$ cat config.mk
export PLATFORM = sky130hd
export DESIGN_NAME = soc_bram_arb
export DESIGN_NICKNAME = d
export VERILOG_FILES = /design/src/rtl/soc_bram_arb.sv
export SDC_FILE = /design/constraint.sdc
export NUM_CORES = 1
export LEC_CHECK = 0
export CELL_PAD_IN_SITES_DETAIL_PLACEMENT = 0
export CELL_PAD_IN_SITES_GLOBAL_PLACEMENT = 1
export CORE_MARGIN = 4
export CORE_UTILIZATION = 11
export CTS_BUF_LIST = sky130_fd_sc_hd__clkbuf_4 sky130_fd_sc_hd__clkbuf_8 sky130_fd_sc_hd__clkbuf_16
export DETAILED_ROUTE_END_ITERATION = 6
export PLACE_DENSITY_LB_ADDON = 0.1
export SLEW_MARGIN = 10
export SYNTH_ARGS = -nofsm -noshare
export SYNTH_HDL_FRONTEND = slang
export SYNTH_SLANG_ARGS = --single-unit
$ cat constraint.sdc
create_clock -name clk -period 1.3 [get_ports clk]
set_input_delay 0.26 -clock clk [delete_from_list [all_inputs] [get_ports clk]]
set_output_delay 0.26 -clock clk [all_outputs]
set_load 0.05 [all_outputs]
$ cat src/rtl/soc_bram_arb.sv
// Two-port round-robin arbiter in front of a single-port 1-cycle-latency BRAM.
// Latency: req sampled in IDLE -> ack two cycles later; at most one access per 3 cycles.
// Backpressure: requesters hold req until their ack; SOC_BRAM_ARB_LOCK_EN adds p0_lock/p1_lock.
module soc_bram_arb #(
  parameter int AW = 8
) (
  input  logic          clk,
  input  logic          rst_n,
  input  logic          p0_req,
  input  logic [AW-1:0] p0_addr,
  input  logic [31:0]   p0_wdata,
  input  logic [3:0]    p0_wmsk,
  input  logic          p0_we,
  output logic          p0_ack,
  output logic [31:0]   p0_rdata,
  input  logic          p1_req,
  input  logic [AW-1:0] p1_addr,
  input  logic [31:0]   p1_wdata,
  input  logic [3:0]    p1_wmsk,
  input  logic          p1_we,
  output logic          p1_ack,
  output logic [31:0]   p1_rdata,
`ifdef SOC_BRAM_ARB_LOCK_EN
  input  logic          p0_lock,
  input  logic          p1_lock,
`endif
  output logic [AW-1:0] bram_addr,
  output logic [31:0]   bram_wdata,
  output logic [3:0]    bram_wmsk,
  output logic          bram_we,
  input  logic [31:0]   bram_rdata
);

  typedef enum logic [1:0] {
    IDLE  = 2'd0,
    ISSUE = 2'd1,
    RESP  = 2'd2
  } state_t;

  state_t state_q, state_d;
  logic   grant_q, grant_d;   // 0 = p0, 1 = p1
  logic   last_q,  last_d;    // port granted most recently
  logic   ack0_q,  ack0_d;
  logic   ack1_q,  ack1_d;

  logic   any_req;
  logic   pick;

  // Arbitration decision: single requester wins, a tie goes to the port not served last.
  // A locked last-served port keeps exclusive access until it drops its lock.
  always_comb begin
    any_req = 1'b0;
    pick    = last_q;
`ifdef SOC_BRAM_ARB_LOCK_EN
    if (last_q ? p1_lock : p0_lock) begin
      any_req = last_q ? p1_req : p0_req;
      pick    = last_q;
    end else begin
      any_req = p0_req | p1_req;
      pick    = (p0_req & p1_req) ? ~last_q : p1_req;
    end
`else
    any_req = p0_req | p1_req;
    pick    = (p0_req & p1_req) ? ~last_q : p1_req;
`endif
  end

  // Next-state logic for the IDLE -> ISSUE -> RESP sequencer.
  always_comb begin
    state_d = state_q;
    grant_d = grant_q;
    last_d  = last_q;
    ack0_d  = 1'b0;
    ack1_d  = 1'b0;
    case (state_q)
      IDLE: begin
        if (any_req) begin
          grant_d = pick;
          last_d  = pick;
          state_d = ISSUE;
        end
      end
      ISSUE: begin
        // BRAM samples the address at the end of ISSUE, data is back during RESP
        ack0_d  = ~grant_q;
        ack1_d  = grant_q;
        state_d = RESP;
      end
      RESP: begin
        state_d = IDLE;
      end
      default: begin
        state_d = IDLE;
      end
    endcase
  end

  // State registers; last resets to p1 so p0 wins the first tie.
  always_ff @(posedge clk or negedge rst_n) begin
    if (!rst_n) begin
      state_q <= IDLE;
      grant_q <= 1'b0;
      last_q  <= 1'b1;
      ack0_q  <= 1'b0;
      ack1_q  <= 1'b0;
    end else begin
      state_q <= state_d;
      grant_q <= grant_d;
      last_q  <= last_d;
      ack0_q  <= ack0_d;
      ack1_q  <= ack1_d;
    end
  end

  // BRAM side follows the grant mux at all times; write enable only while issuing.
  always_comb begin
    bram_addr  = grant_q ? p1_addr  : p0_addr;
    bram_wdata = grant_q ? p1_wdata : p0_wdata;
    bram_wmsk  = grant_q ? p1_wmsk  : p0_wmsk;
    bram_we    = (state_q == ISSUE) & (grant_q ? p1_we : p0_we);
  end

  // Requester side: one-cycle ack pulse, read data gated to zero outside the ack.
  always_comb begin
    p0_ack   = ack0_q;
    p1_ack   = ack1_q;
    p0_rdata = ack0_q ? bram_rdata : 32'h0;
    p1_rdata = ack1_q ? bram_rdata : 32'h0;
  end

endmodule

==> impl_metrics.csv <==
group,metric,value,unit
run_status,status,"complete, but fails checks",
run_status,failed_checks,"negative setup slack",
sta,period_minus_slack,1.64,ns
clocking,cts_hold_buf,0,
final_layout,seqCellArea,158,µm²
critical_path,cp_top_family,"flip-flops",
critical_path,path_depth,3,
sta,finalHoldViolCount,0,
critical_path,startpoint,"grant_q",
critical_path,end_kind,"primary output",
global_route,grt_pass1_wl,12.8,mm
critical_path,cp_slowest_stage_delay,0.42,ns
placed_design,gp_congestion,0.733,
final_layout,multi_input_area,1260,µm²
synth,synth.area.top_cells,"and2_1, mux2_2, mux2_4",
final_layout,nNetsFinal,512,
critical_path,ff2ff_path_depth,2,
power,ir_worst_vdd,1230,µV
sta,fin_tns_setup,-25.91,ns
clocking,clock_latency,0.23,ns
drt,antenna_left,0,
sta,slew_viol_final,0,
synth,synth.distinct_cells,18,
clocking,clock_sinks,6,
clocking,cts-root-buf,"clkbuf_16",
drt,first_iter_violations,18,
critical_path,cp.arrival,1.38,ns
critical_path,path_max_fanout,21,
placed_design,dpl-instance-area,4450,µm²
job,max_cap_violations,0,
final_layout,syn_to_final_growth,303,%
critical_path,cp.buffers_inverters,2,
critical_path,crit_chain,"buf_12 -> mux2_2 -> buf_6",
clocking,cts_max_level,1,
sta,worstMarginPinSlew,0.296,ns
placed_design,pre_cts_slack,-0.176,ns
placed_design,hpwl,6.97,mm
synth,synth_edf_count,0,
die,ios,237,
die,std_cell_rows,38,
critical_path,start_kind,"flop",
synth,synth-seq-area-share,0.120,
drt,wl_met1,3.04,mm
critical_path,r2r_start,"state_q[0]",
sta,slew_headroom,0.800,
critical_path,r2r_end,"grant_q",
final_layout,final_area,5060,µm²
drt,drc_errors,0,
global_route,grt_overflow,0,
synth,avgSynthCellArea,9.11,µm²
drt,top_layer_used,"met3",
drt,wl_met3,953,µm
synth,yosys.area.top_type,"and2_1",
sta,fin_crit_sh,1.26,
synth,synth-seq-cells,6,
sta,setup_viol,111,
die,die_h,115,µm
power,powerDensity,2090,nW/µm²
critical_path,r2r_slack,0.15,ns
critical_path,critPathSlowestCell,"dfrtp_2",
synth,netlist_area,1260,µm²
sta,finalClockSkew,0.00266,ns
drt,avgViaCountPerCell,3.82,
drt,dr.pass1.iters,2,
die,die_x,115,µm
clocking,cts_tree,"built",
drt,num_vias,2006,
synth,synth-main-ff-cell,"dfrtp_1",
global_route,grt_max_degree,22,
drt,wl_met2,4.62,mm
drt,wl,8.62,mm
sta,fmax,611,MHz
synth,ys.warnings.count,0,
global_route,grt_antenna_before_repair,0,
final_layout,layoutNonFillerInstCount,525,
die,initial_core_util,0.114,
clocking,clockBufferDepth,2,
clocking,clkTransAtPathRegs,0.04,ns
die,die_area,13200,µm²
placed_design,dpl.cell_count,508,
final_layout,utilization,0.459,
final_layout,fillers,1032,
critical_path,crit_end,"bram_wdata[7]",
die,core_area,11000,µm²
global_route,grt_use_total,0.122,
final_layout,antenna-diode-count,0,
clocking,cts_buffers,3,
sta,rsz0062_at_grt,"yes",
critical_path,critPathKind,"flop to primary output",
synth,yosysMostFrequentCell,"and2_1",
synth,synth_top_area_share,0.323,
critical_path,required,1.04,ns
min_path,hold_path.class,"input pin to asynchronous set/reset pin",
global_route,grt_pass1_vias,2354,
sta,timing.final.ws_setup,-0.336,ns
synth,synth-async-reset-ratio,1.00,
drt,wire_per_inst,16.4,µm
synth,synth_nets,264,
sta,whs,0.273,ns
synth,ys_top_cells_by_count,"and2_1, mux2_2, mux2_4, clkbuf_1, dfrtp_1",
power,total_power,10.6,mW
placed_design,port_buffers,236,
power,p_leak,2.19,nW
final_layout,drive_above_1_share,0.639,
synth,syn_inst,138,
cells by family (layout without fill, tap and decap cells):
kind of cell,after synthesis,count (layout),synth area share
AND/OR/NAND/NOR,72,72,0.354
multiplexers,45,45,0.450
buffers and inverters,12,259,0.0557
flip-flops,6,6,0.120
AO/OA/AOI/OAI,3,3,0.0199
per-layer routing:
layer	up-vias	global-route usage
met2	146	0.236
li1	955	-
met3	0	0.0363
met4	0	0.0164
met1	905	0.134
met5	-	0
worst min-delay path by stage:
stage	startpoint	end	depth (start not counted)
5_1_grt	rst_n	p1_ack	1
4_1_cts	rst_n	p1_ack	1
2_1_floorplan	rst_n	grant_q	0
3_5_place_dp	rst_n	state_q[0]	1
6_report	rst_n	p1_ack	1
3_3_place_gp	last_q	last_q	1
sequential cells by signal (all words and copies together), names as in the netlist:
signal / flops
state_q: 2
grant_q: 1
last_q: 1
p0_ack: 1
p1_ack: 1
worst reg2reg max path: cells and delay by family (launching register included):
kind             cells  cell delay [ns]
AND/OR/NAND/NOR      1             0.41
flip-flops           1             0.40
AO/OA/AOI/OAI        1             0.22
report_power, final:
group / internal, mW / switching (mW)
sequential: 0.300 / 0.161
combinational: 4.72 / 4.88
clock: 0.428 / 0.103
final cells by class:
class                           count  area share
Timing Repair Buffer              254       0.669
Multi-Input combinational cell    120       0.248
Tap cell                          140      0.0346
Sequential cell                     6      0.0311
Clock buffer                        4      0.0163
Inverter                            1    0.000741
cell usage in the layout (no fill, tap or decap):
master           instances
or3b_1                   1
dfrtp_1                  2
o21a_1                   1
clkbuf_4                 1
and2_1                   1
a32o_1                   1
mux2_4                  30
buf_8                    1
buf_16                   3
clkdlybuf4s50_1        125
dfrtp_4                  1
nor2_1                   2
buf_12                  73
nand2_1                  1
dfrtp_2                  2
a21o_1                   1
nand2b_1                 1
dfstp_2                  1
clkbuf_16                4
inv_1                    1
buf_4                    6
mux2_2                  14
nor2_4                   1
buf_6                   45
and2_4                  64
mux2i_1                  1
nor4b_1                  1
what timing repair did:
| item | CTS | global route |
|---|---|---|
| pin swaps | 20 | 6 |
| gates cloned | 6 | 1 |
| setup endpoints to repair | 110 | 111 |
| gates resized for setup | 129 | 6 |
| buffers inserted | 8 | 3 |
No activity file was read; power rests on OpenSTA's default activity.
